--- config.mk ---
export PLATFORM = sky130hd
export DESIGN_NAME = vram_byte_sequencer
export DESIGN_NICKNAME = d
export VERILOG_FILES = /design/src/rtl/vram_byte_sequencer.sv
export SDC_FILE = /design/constraint.sdc
export NUM_CORES = 1
export LEC_CHECK = 0
export CELL_PAD_IN_SITES_DETAIL_PLACEMENT = 0
export CELL_PAD_IN_SITES_GLOBAL_PLACEMENT = 1
export CORE_AREA = 2 2 74 59
export CTS_CLUSTER_DIAMETER = 150
export DETAILED_ROUTE_END_ITERATION = 16
export DIE_AREA = 0 0 76 61
export HOLD_SLACK_MARGIN = 0.15
export PLACE_DENSITY_LB_ADDON = 0.12
export SYNTH_ARGS = -nofsm -noshare
export SYNTH_HDL_FRONTEND = slang
export SYNTH_SLANG_ARGS = --single-unit
--- constraint.sdc ---
create_clock -name clk -period 1.6 [get_ports clk]
set_input_delay 0.4 -clock clk [delete_from_list [all_inputs] [get_ports clk]]
set_output_delay 0.4 -clock clk [all_outputs]
set_load 0.01 [all_outputs]
--- src/rtl/vram_byte_sequencer.sv ---
`default_nettype none
// ============================================================================
// Module   : vram_byte_sequencer
// Purpose  : Video-RAM byte sequencer between CRTC/Gate-Array timing and a
//            BYTES-wide VRAM port. Builds the VRAM word address from CRTC
//            MA/RA and hands one byte per CAS pulse to the Gate Array,
//            modelling BYTES consecutive 8-bit fetches per video RAS cycle.
//            Optional one-byte delay path (macro VRAM_SHIFT_EN) realigns
//            pixel data when the sync filter shifts the picture; the
//            carried-over byte is blanked outside display enable.
// Params   : BYTES - bytes per VRAM word (2, 3 or 4)
//            DW    - VRAM data width, 8*BYTES (derived)
// Ports    : clk, reset (sync, active high)
//            cpu_n      - CPU slot strobe, low = CPU owns RAM
//            ras_n/cas_n- Gate Array RAS/CAS, active low
//            crtc_ma/ra - CRTC memory / raster address
//            de         - CRTC display enable
//            shift_en   - select one-byte delay path (VRAM_SHIFT_EN only)
//            vram_din   - VRAM read word, byte k = vram_din[8k+7:8k]
//            vram_addr  - registered VRAM word address
//            vram_d     - registered byte to Gate Array
//            byte_idx   - index of byte currently presented
// Revision : 1.0 - initial release
// ============================================================================
module vram_byte_sequencer #(
    parameter int BYTES = 2,
    parameter int DW    = 8 * BYTES
) (
    input  logic          clk,
    input  logic          reset,
    input  logic          cpu_n,
    input  logic          ras_n,
    input  logic          cas_n,
    input  logic [13:0]   crtc_ma,
    input  logic [4:0]    crtc_ra,
    input  logic          de,
    input  logic          shift_en,
    input  logic [DW-1:0] vram_din,
    output logic [14:0]   vram_addr,
    output logic [7:0]    vram_d,
    output logic [1:0]    byte_idx
);

    localparam logic [1:0] c_last_idx = 2'(BYTES - 1);

    // Byte lanes padded to four entries so a 2-bit index never leaves the
    // array; padding lanes are unreachable because byte_idx wraps at BYTES-1.
    logic [7:0] w_bytes [4];

    genvar g;
    generate
        for (g = 0; g < 4; g++) begin : g_bytes
            if (g < BYTES) begin : g_lane
                assign w_bytes[g] = vram_din[8*g +: 8];
            end else begin : g_pad
                assign w_bytes[g] = 8'h00;
            end
        end
    endgenerate

    logic       r_cas_n_old;
    logic       w_capture;
    logic       w_release;
    logic [1:0] w_idx_next;
    logic [7:0] w_capture_byte;

    // Capture while CAS is low; advance on the CAS rising edge. The two are
    // mutually exclusive because they need opposite cas_n levels.
    assign w_capture  = ~ras_n & ~cas_n & cpu_n;
    assign w_release  = ~ras_n & ~r_cas_n_old & cas_n & cpu_n;
    assign w_idx_next = (byte_idx == c_last_idx) ? 2'd0 : byte_idx + 2'd1;

`ifdef VRAM_SHIFT_EN
    logic [7:0] r_hold;
    logic       w_hold_load;

    assign w_hold_load = w_capture & shift_en & (byte_idx == c_last_idx);

    // Delayed path: byte 0 slot shows the last byte of the previous word.
    always_comb begin
        w_capture_byte = w_bytes[byte_idx];
        if (shift_en) begin
            w_capture_byte = (byte_idx == 2'd0) ? r_hold : w_bytes[byte_idx - 2'd1];
        end
    end

    always_ff @(posedge clk) begin
        if (reset) begin
            r_hold <= 8'h00;
        end else if (w_hold_load) begin
            // Carried byte is blanked when it falls outside display enable.
            r_hold <= de ? w_bytes[c_last_idx] : 8'h00;
        end
    end
`else
    logic w_unused_shift;

    assign w_capture_byte = w_bytes[byte_idx];
    assign w_unused_shift = &{1'b0, shift_en, de};
`endif

    always_ff @(posedge clk) begin
        if (reset) begin
            vram_addr   <= 15'h0000;
            vram_d      <= 8'h00;
            byte_idx    <= 2'd0;
            r_cas_n_old <= 1'b1;
        end else begin
            r_cas_n_old <= cas_n;
            if (cpu_n) begin
                vram_addr <= {crtc_ma[13:12], crtc_ra[2:0], crtc_ma[9:0]};
                if (w_release) begin
                    byte_idx <= w_idx_next;
                end
                if (w_capture) begin
                    vram_d <= w_capture_byte;
                end
            end else begin
                // CPU slot: restart the word, keep address and data.
                byte_idx <= 2'd0;
            end
        end
    end

endmodule
`default_nettype wire
Word-level counts from Yosys, hierarchy flattened --
Cells that the tools add are included.
Word-level totals: logic and storage cells 23, ROM bits 0, memories kept 0, output and inout bits 25, register bits after elaboration 26, bits in latches 0, memory bits (writable) 0, input bits 42
Operators by class: shift operators 0, bitwise operators 10, equality and inequality tests 1, mux-type cells 4, add/sub/neg operators 1, order comparisons 1, $mul 0, div/mod/pow operators 0, reduce and logical (&&, ||, !) cells 2
Operators with widths (count):
- 8-bit binary-select mux with 2-bit select | 1
- 8-bit two-way mux | 2
- 1-bit AND | 5
- 1-bit NOT | 4
- 3-bit >= comparator, second input constant | 1
- 2-bit NOT with 3-bit output | 1
- 2-bit by 1-bit adder with 2-bit output, second input constant | 1
- 2-bit by 1-bit == test with 1-bit output, second input constant | 1
- 2-bit two-way mux | 1
- 2-bit AND reduction | 1
- 2-bit OR reduction | 1

Longest topological paths before layout --
Gate-level depths: netlist of the first run.
depth after elaboration 4, depth in mapped cells 4, mapped depth without buffers 3

Least setup slack after synthesis of the first run --
No wires, ideal clock.
path type input to register, start input cpu_n, end register vram_addr[10], library setup time 0.124 ns, required time 1.476 ns, stages 4, path slack 0.523 ns, arrival time 0.952 ns, buffers on the path 2, cells stage by stage buf_4 -> buf_6 -> mux2i_1 -> nor2_1
RTL lines:
- start, declared | line 31 | input logic cpu_n,
- end signal, assigned | line 111 | vram_addr <= {crtc_ma[13:12], crtc_ra[2:0], crtc_ma[9:0]};
- end, declared | line 39 | output logic [14:0] vram_addr,

Worst setup path in the final report of the first run --
start register vram_addr[3], end output vram_addr[3]
No word-level cell between the ends.

==> results list, run 1 <==
- Delay of the slowest cell on the worst path: between 500 and 600 ps
- Result of the run: finished clean
* Tmin final: about 1500 ps
- Slew @ Worst Pin: roughly 420 ps
- For this configuration, the core starts out at a cell density of about a quarter.
- Final period utilization: just under 100%
- Setup repair after global routing missed its margin: no
* Number of clock buffers inserted by TritonCTS: 3
- Sinks on Clock Net: 26
- Skew-Pair Late Insertion Delay: 260 ps
- Clk root buf: sky130_fd_sc_hd__clkbuf_8
- VDD sags by at most roughly 0.00055 V.
* First-pass GRT wire length: around 4300 um
- The floorplan step set the die width to around 76 um.
* CP max FO: 2
- DRC: 0
- Sort of element at the start of the critical path: flip-flop
- Fraction of layout cells with a size suffix above 1: under 10%
- The slowest stage of the critical path belongs to the cell sky130_fd_sc_hd__clkdlybuf4s50_1.
* Routed len/inst: 12.3 um
- After legalization and detailed placement, the total HPWL measured between 1500 and 2000 um.
* Slew HR: between 70% and 80%
* Ant. Diodes: 0
- Clock tree from TritonCTS: built
* Number of hold-slack violations in the final timing report: 0
* Final setup vio count: 0
- Synthesized area per cell: between 10 and 15 um2
- Min-Delay Path Class: reg2reg
* Worst clock skew on the final layout: between 2 and 3 ps
* Post-route standard cell area excluding fillers: about 1800 um2
* Post-layout net count: between 150 and 200
- The multi-input combinational cells in the finished layout cover a total of between 400 and 500 um2.
- In this run the vertical extent of the chip is a little over 60 um.
- Core box area: between 3000 and 4000 um2
- After synthesis the netlist holds a flip-flop and latch count of 26.
* Growth of design area from synthesis to finish: 72.8%
- Post-Route WL: between 2000 and 3000 um
- After synthesis, the netlist uses 17 different library cells.
* Vias in the first global route: 920
* Die area: around 4600 um2
- Startpoint-to-endpoint class of the critical path: reg2out
- STA puts the critical path data required time at 1200 ps.
- In the synthesized netlist, the number of instances is 87.
- In this design, the largest share of critical-path delay is due to buffers and inverters.
- Walking the worst path, the cells encountered are clkdlybuf4s50_1.
- The final count of pins violating max slew was 0.
- Commonest cells after routing, fill and taps aside: 51 x sky130_fd_sc_hd__clkdlybuf4s50_1, 26 x sky130_fd_sc_hd__dfxtp_1, 23 x sky130_fd_sc_hd__mux2i_1
- Instance area at placement: approximately 1700 um2
* Number of antenna violations at the first check in global routing: 0
- Global routing finished with a remaining overflow of 0.
- Detailed-router iteration count before antenna repair: 4
* Ports: 67
* Buffers and inverters on the worst path: 1
- Global routing consumed, over all layers together, between 10% and 20% of the routing resources.
* Crit path DAT: ~1200 ps
* Number of max-cap violations: 0
* Synthesized netlist net count: about 130
- Sequential-to-total area share from yosys stat: between 50% and 60%
* Count of filler cells inserted in the layout: ~380
- Leakage dissipation: just over 0.8 nW
* Synth Cell Area: roughly 1000 um2
* Total number of vias: around 850
* FF+latch area: ~520 um2
- Dividing the detail-routed via count by the number of cells gives 4.14.
* Post CTS Setup Buffer Count: 0
- The count of buffers added on input and output ports is 60.
- Top achievable clock speed: ~650 MHz
- Leaving out fill and tap cells, the most frequent cell in the layout is sky130_fd_sc_hd__clkdlybuf4s50_1.
* Maximum clock path buffer count: 2
- Remaining antenna violation count after routing: 0
- Placer's final routability congestion estimate: around 0.63
- Crit path capture type: output port
- Entering global routing, the biggest net connects 17 pins.
- Clock-pin slew was measured on the worst setup and hold paths at 90 ps.
* Power density over cell area: roughly 770 nW/um2
- In this run, the number of DRC markers left after iteration 0 of detailed routing was 15.
- Total number of yosys warnings: 0
* Total number of H-tree levels: 1
- Std cell rows: 20
* Utilization after layout: a little under half
layout make-up:
type | instances | area share (%)
inverters | 1 | 0.214
multi-input cells | 55 | 25.6
well taps | 55 | 3.91
clock buffers | 4 | 3.13
repair buffers | 65 | 37.6
flip-flops and latches | 26 | 29.6
worst paths after layout:
path	from	endpoint	slack (ps)	cells past startpoint
hold reg to reg	vram_d[2]	vram_d[2]	470	1
hold / removal	vram_d[2]	vram_d[2]	470	1
setup reg to reg	byte_idx[0]	vram_d[4]	650	3
setup / recovery	vram_addr[3]	vram_addr[3]	50	1
what timing repair did:
item                                    in CTS  in global routing
endpoints found under the setup margin       0                  9
resized for setup                            0                  9
hold endpoints to repair                     0                  0
hold buffers                                 0                  0
registers in the layout, summed over array words and instances, names as in the netlist:
signal and count:
vram_addr 15, vram_d 8, byte_idx 2, r_cas_n_old 1
cell families after synthesis:
| logic type | synth area share [%] |
|---|---|
| AO/OA/AOI/OAI | 8.49 |
| buffers and inverters | 4.67 |
| AND/OR/NAND/NOR | 12.2 |
| multiplexers | 22.6 |
| XOR/XNOR | 0.861 |
| flip-flops | 51.2 |
cells in the mapped netlist (all sizes together):
cell type    count  area share (%)
dfxtp           26              51
mux2i           23              23
nor2            17             7.0
o2bb2ai          8             6.9
buf              4             3.4
a211oi           1            0.74
a21oi            1            0.86
dlygate4sd1      1            0.86
inv              1            0.37
nand2b           1             1.4
nand3b           1             2.0
nor3b            1             1.2
or2              1            0.62
xnor2            1            0.86
metrics by stage:
step                std cells  power, mW  TNS (ps)  worst slack [ps]  hold WS (ps)
floorplan                  87      0.802         0               523           491
global placement          202      0.957      -111             -19.7           445
detailed placement        202      0.963     -10.3             -5.64           447
CTS                       206       1.39         0              24.0           474
global route              206       1.44         0            0.0373           488
finish                    206       1.36         0              53.2           465
report_power, final:
group	internal, mW	leakage, nW	switching (mW)	total (mW)
clock network	0.220	0.0288	0.195	0.415
registers	0.678	0.213	0.0145	0.692
logic	0.164	0.575	0.0868	0.251
per-layer routing:
metal	global-route usage (%)	wire [um]
met5	0	0
met1	14.4	1160
met4	3.12	14
met2	20.0	1170
met3	5.21	187
(Power assumes the default switching activity.)
==> inputs of run 2 (changes only) <==
--- a/config.mk
+++ b/config.mk
@@ -9,10 +9,12 @@
 export CELL_PAD_IN_SITES_GLOBAL_PLACEMENT = 1
 export CORE_AREA = 2 2 74 59
 export CTS_CLUSTER_DIAMETER = 150
+export CTS_CLUSTER_SIZE = 10
 export DETAILED_ROUTE_END_ITERATION = 16
 export DIE_AREA = 0 0 76 61
 export HOLD_SLACK_MARGIN = 0.15
 export PLACE_DENSITY_LB_ADDON = 0.12
+export SKIP_LAST_GASP = 1
 export SYNTH_ARGS = -nofsm -noshare
 export SYNTH_HDL_FRONTEND = slang
 export SYNTH_SLANG_ARGS = --single-unit
==> results of run 2 <==
Same layout as run 1: the final DEF is identical, and so are final timing and power.
==> inputs of run 3 (changes only) <==
--- a/config.mk
+++ b/config.mk
@@ -13,7 +13,8 @@
 export DETAILED_ROUTE_END_ITERATION = 16
 export DIE_AREA = 0 0 76 61
 export HOLD_SLACK_MARGIN = 0.15
-export PLACE_DENSITY_LB_ADDON = 0.12
+export PLACE_DENSITY_LB_ADDON = 0.3
+export RECOVER_POWER = 50
 export SKIP_LAST_GASP = 1
 export SYNTH_ARGS = -nofsm -noshare
 export SYNTH_HDL_FRONTEND = slang
==> results list, run 3 (synthesis gave the netlist of run 1 again) <==
* Post-route non-filler standard cell count: 206 (unchanged)
* Most frequent standard cell in the layout excluding fill and tap cells: sky130_fd_sc_hd__clkdlybuf4s50_1
* Post CTS Setup Buffer Count: 0 (unchanged)
* Top flop regs: vram_addr (15), vram_d (8), byte_idx (2)
- Initial standard-cell utilization of the core: 26.2% (unchanged)
* Min-Delay Path Class: reg2reg
- Overall die width: 76 um (unchanged)
- The remaining max-slew budget at the tightest pin came to 78.1% (+6.3 points).
- Final total negative setup slack: 0 ps (unchanged)
- The remaining number of nets flagged by the antenna check after routing came to 0 (unchanged).
- Ant. Diodes: 0 (unchanged)
* CP max FO: 2 (unchanged)
* Startpoint-to-endpoint class of the critical path: reg2out
* Total routing usage reported by global routing: 10.5% (-1.4 points)
* Worst supply voltage drop on vdd: 0.000440 V (-20%)
* Detailed-router iteration count before antenna repair: 2 (-2)
- The number of top-level pins is 67 (unchanged).
* Top achievable clock speed: 645 MHz (-0.21%)
- Count of final max-slew check failures: 0 (unchanged)
- The hold violation total from the final report is 0 (unchanged).
* Buffers and inverters on the worst path: 1 (unchanged)
- Count of filler cells inserted in the layout: 381 (+1.6%)
- Maximum clock path buffer count: 2 (unchanged)
- The count of H-tree levels built during CTS came to 1 (unchanged).
- The DRC marker count from the first detailed-route iteration came to 43 (+28).
- The post-DP HPWL came to 2000 um (+1.8%).
- Tmin final: 1550 ps (+3.27 ps)
- Post-Route WL: 2420 um (-4.2%)
* Crit path capture type: output port
- The average vias per placed instance was 4.20 (+1.5%).
- The largest individual stage delay along the critical path comes from the cell sky130_fd_sc_hd__clkdlybuf4s50_1.
- The total congestion overflow after global routing is 0 (unchanged).
- The path depth of the worst reg2reg path came to 3 (unchanged).
- Leakage dissipation: 0.652 nW (-20%)
- Maximum number of pins on one net before global-route repair: 16 (-1)
- Slew @ Worst Pin: 328 ps (-95.2 ps)
- Utilization after layout: 44.3% (-1.0 points)
- Broken down by cell family, the worst path's largest delay share belongs to buffers and inverters.
- Setup repair after global routing left no endpoint under its margin.
* Commonest cells after routing, fill and taps aside: 55 x sky130_fd_sc_hd__clkdlybuf4s50_1, 26 x sky130_fd_sc_hd__dfxtp_1, 23 x sky130_fd_sc_hd__mux2i_1
* Number of antenna violations at the first check in global routing: 0 (unchanged)
* Final period utilization: 96.9% (+0.20 points)
- Clock tree from TritonCTS: built
- Fraction of layout cells with a size suffix above 1: 8.61% (-0.66 points)
- The post-placement cell count was 202 (unchanged).
- The first-pass GRT wire length was 3830 um (-10%).
* Register with the highest flop count: vram_addr
- Std cell rows: 20 (unchanged)
- The clock latency on the worst-skew pair was 260 ps (about the same).
- The number of I/O port buffers was 60 (unchanged).
- The hold buffer count at CTS came to 0 (unchanged).
- Ordered cell list for the critical path: clkdlybuf4s50_1
- The number of max-cap violations is 0 (unchanged).
* Hold slack: 471 ps (+6.03 ps)
- Sinks on Clock Net: 26 (unchanged)
- The number of cells on the critical path came to 1 (unchanged).
- The cell depth of the worst hold path is 1 (unchanged).
* Growth of design area from synthesis to finish: 69.0%
- The number of nets in the finished design came to 194 (unchanged).
- Post-cts gate resize count: 0 (unchanged)
- DRC: 0 (unchanged)
* Number of clock buffers inserted by TritonCTS: 3 (unchanged)
- WP data required: 1200 ps (about the same)
- Die area: 4640 um2 (unchanged)
- The signal arrival time at the worst endpoint came to 1150 ps (about the same).
- Sort of element at the start of the critical path: flip-flop
- The tree is rooted in a sky130_fd_sc_hd__clkbuf_8.
- Clock input transition at the sequential cells of the worst setup and hold paths: 90 ps (about the same)
- The final total power was 1.35 mW (-0.52%).
- Die height: 61 um (unchanged)
* Routed len/inst: 11.8 um (-4.2%)
- The clock skew was 3.40 ps (+0.686 ps).
- Total number of vias: 865 (+1.5%)
* Placer's final routability congestion estimate: 0.684 (+8.8%)
- The run finished with clean final reports.
* Core box area: 3880 um2 (unchanged)
- Final setup vio count: 0 (unchanged)
- The areal power density over the cells came to 785 nW/um2 (+1.7%).
* Delay of the slowest cell on the worst path: 550 ps (about the same)
- Vias in the first global route: 834 (-9.3%)
- Flip-flop count of the largest register, all copies and words added: 15 (unchanged)
[run 3: changes by cell type in the layout (fill, tap and decap cells not counted), moves of 2 or more]
cell / previous run / this run
sky130_fd_sc_hd__dlymetal6s2s_1: 9 / 0
sky130_fd_sc_hd__dlygate4sd3_1: 0 / 2
sky130_fd_sc_hd__clkdlybuf4s50_1: 51 / 55
sky130_fd_sc_hd__clkdlybuf4s25_1: 0 / 3
[run 3: worst paths after layout]
check,startpoint,end,slack (ps)
worst max register to register,byte_idx[0],vram_d[1],650
worst max-delay path,vram_addr[2],vram_addr[2],50
worst min register to register,vram_d[1],vram_d[1],470
worst min-delay path,vram_d[1],vram_d[1],470
[run 3: report_power, final]
group	internal [mW]	switching (mW)
combinational	0.163	0.0846
clock	0.219	0.192
sequential	0.678	0.0143
[run 3: final cells by class]
cell class / count / area [um2] / share of cell area [%]
multi-input combinational: 55 / 435 / 25.3
tap: 55 / 68.8 / 4.00
clock buffer: 4 / 55.1 / 3.20
sequential: 26 / 520 / 30.3
timing repair buffer: 65 / 636 / 37.0
inverter: 1 / 3.75 / 0.218
[run 3: metal layers]
metal | GRT usage [%] | wire (um) | up-vias | share of wire, %
met5 | 0 | 0 | - | 0
met4 | 3.38 | 27 | 0 | 1.1
met3 | 3.27 | 102 | 2 | 4.2
met2 | 18.2 | 1280 | 21 | 53
met1 | 12.9 | 1020 | 414 | 42
li1 | - | - | 428 | -
[run 3: worst register-to-register path: stages, from the launching register on]
cell and delay [ps]:
sky130_fd_sc_hd__dfxtp_1 330, sky130_fd_sc_hd__buf_4 210, sky130_fd_sc_hd__mux2i_1 230, sky130_fd_sc_hd__o2bb2ai_1 80
[run 3: metrics by stage]
stage	setup WS, ps	area, um2
5_1_grt	1.69	1720
4_1_cts	10.1	1740
6_report	50.0	1720
3_5_place_dp	10.3	1680
3_3_place_gp	59.1	1680
2_1_floorplan	523	1020
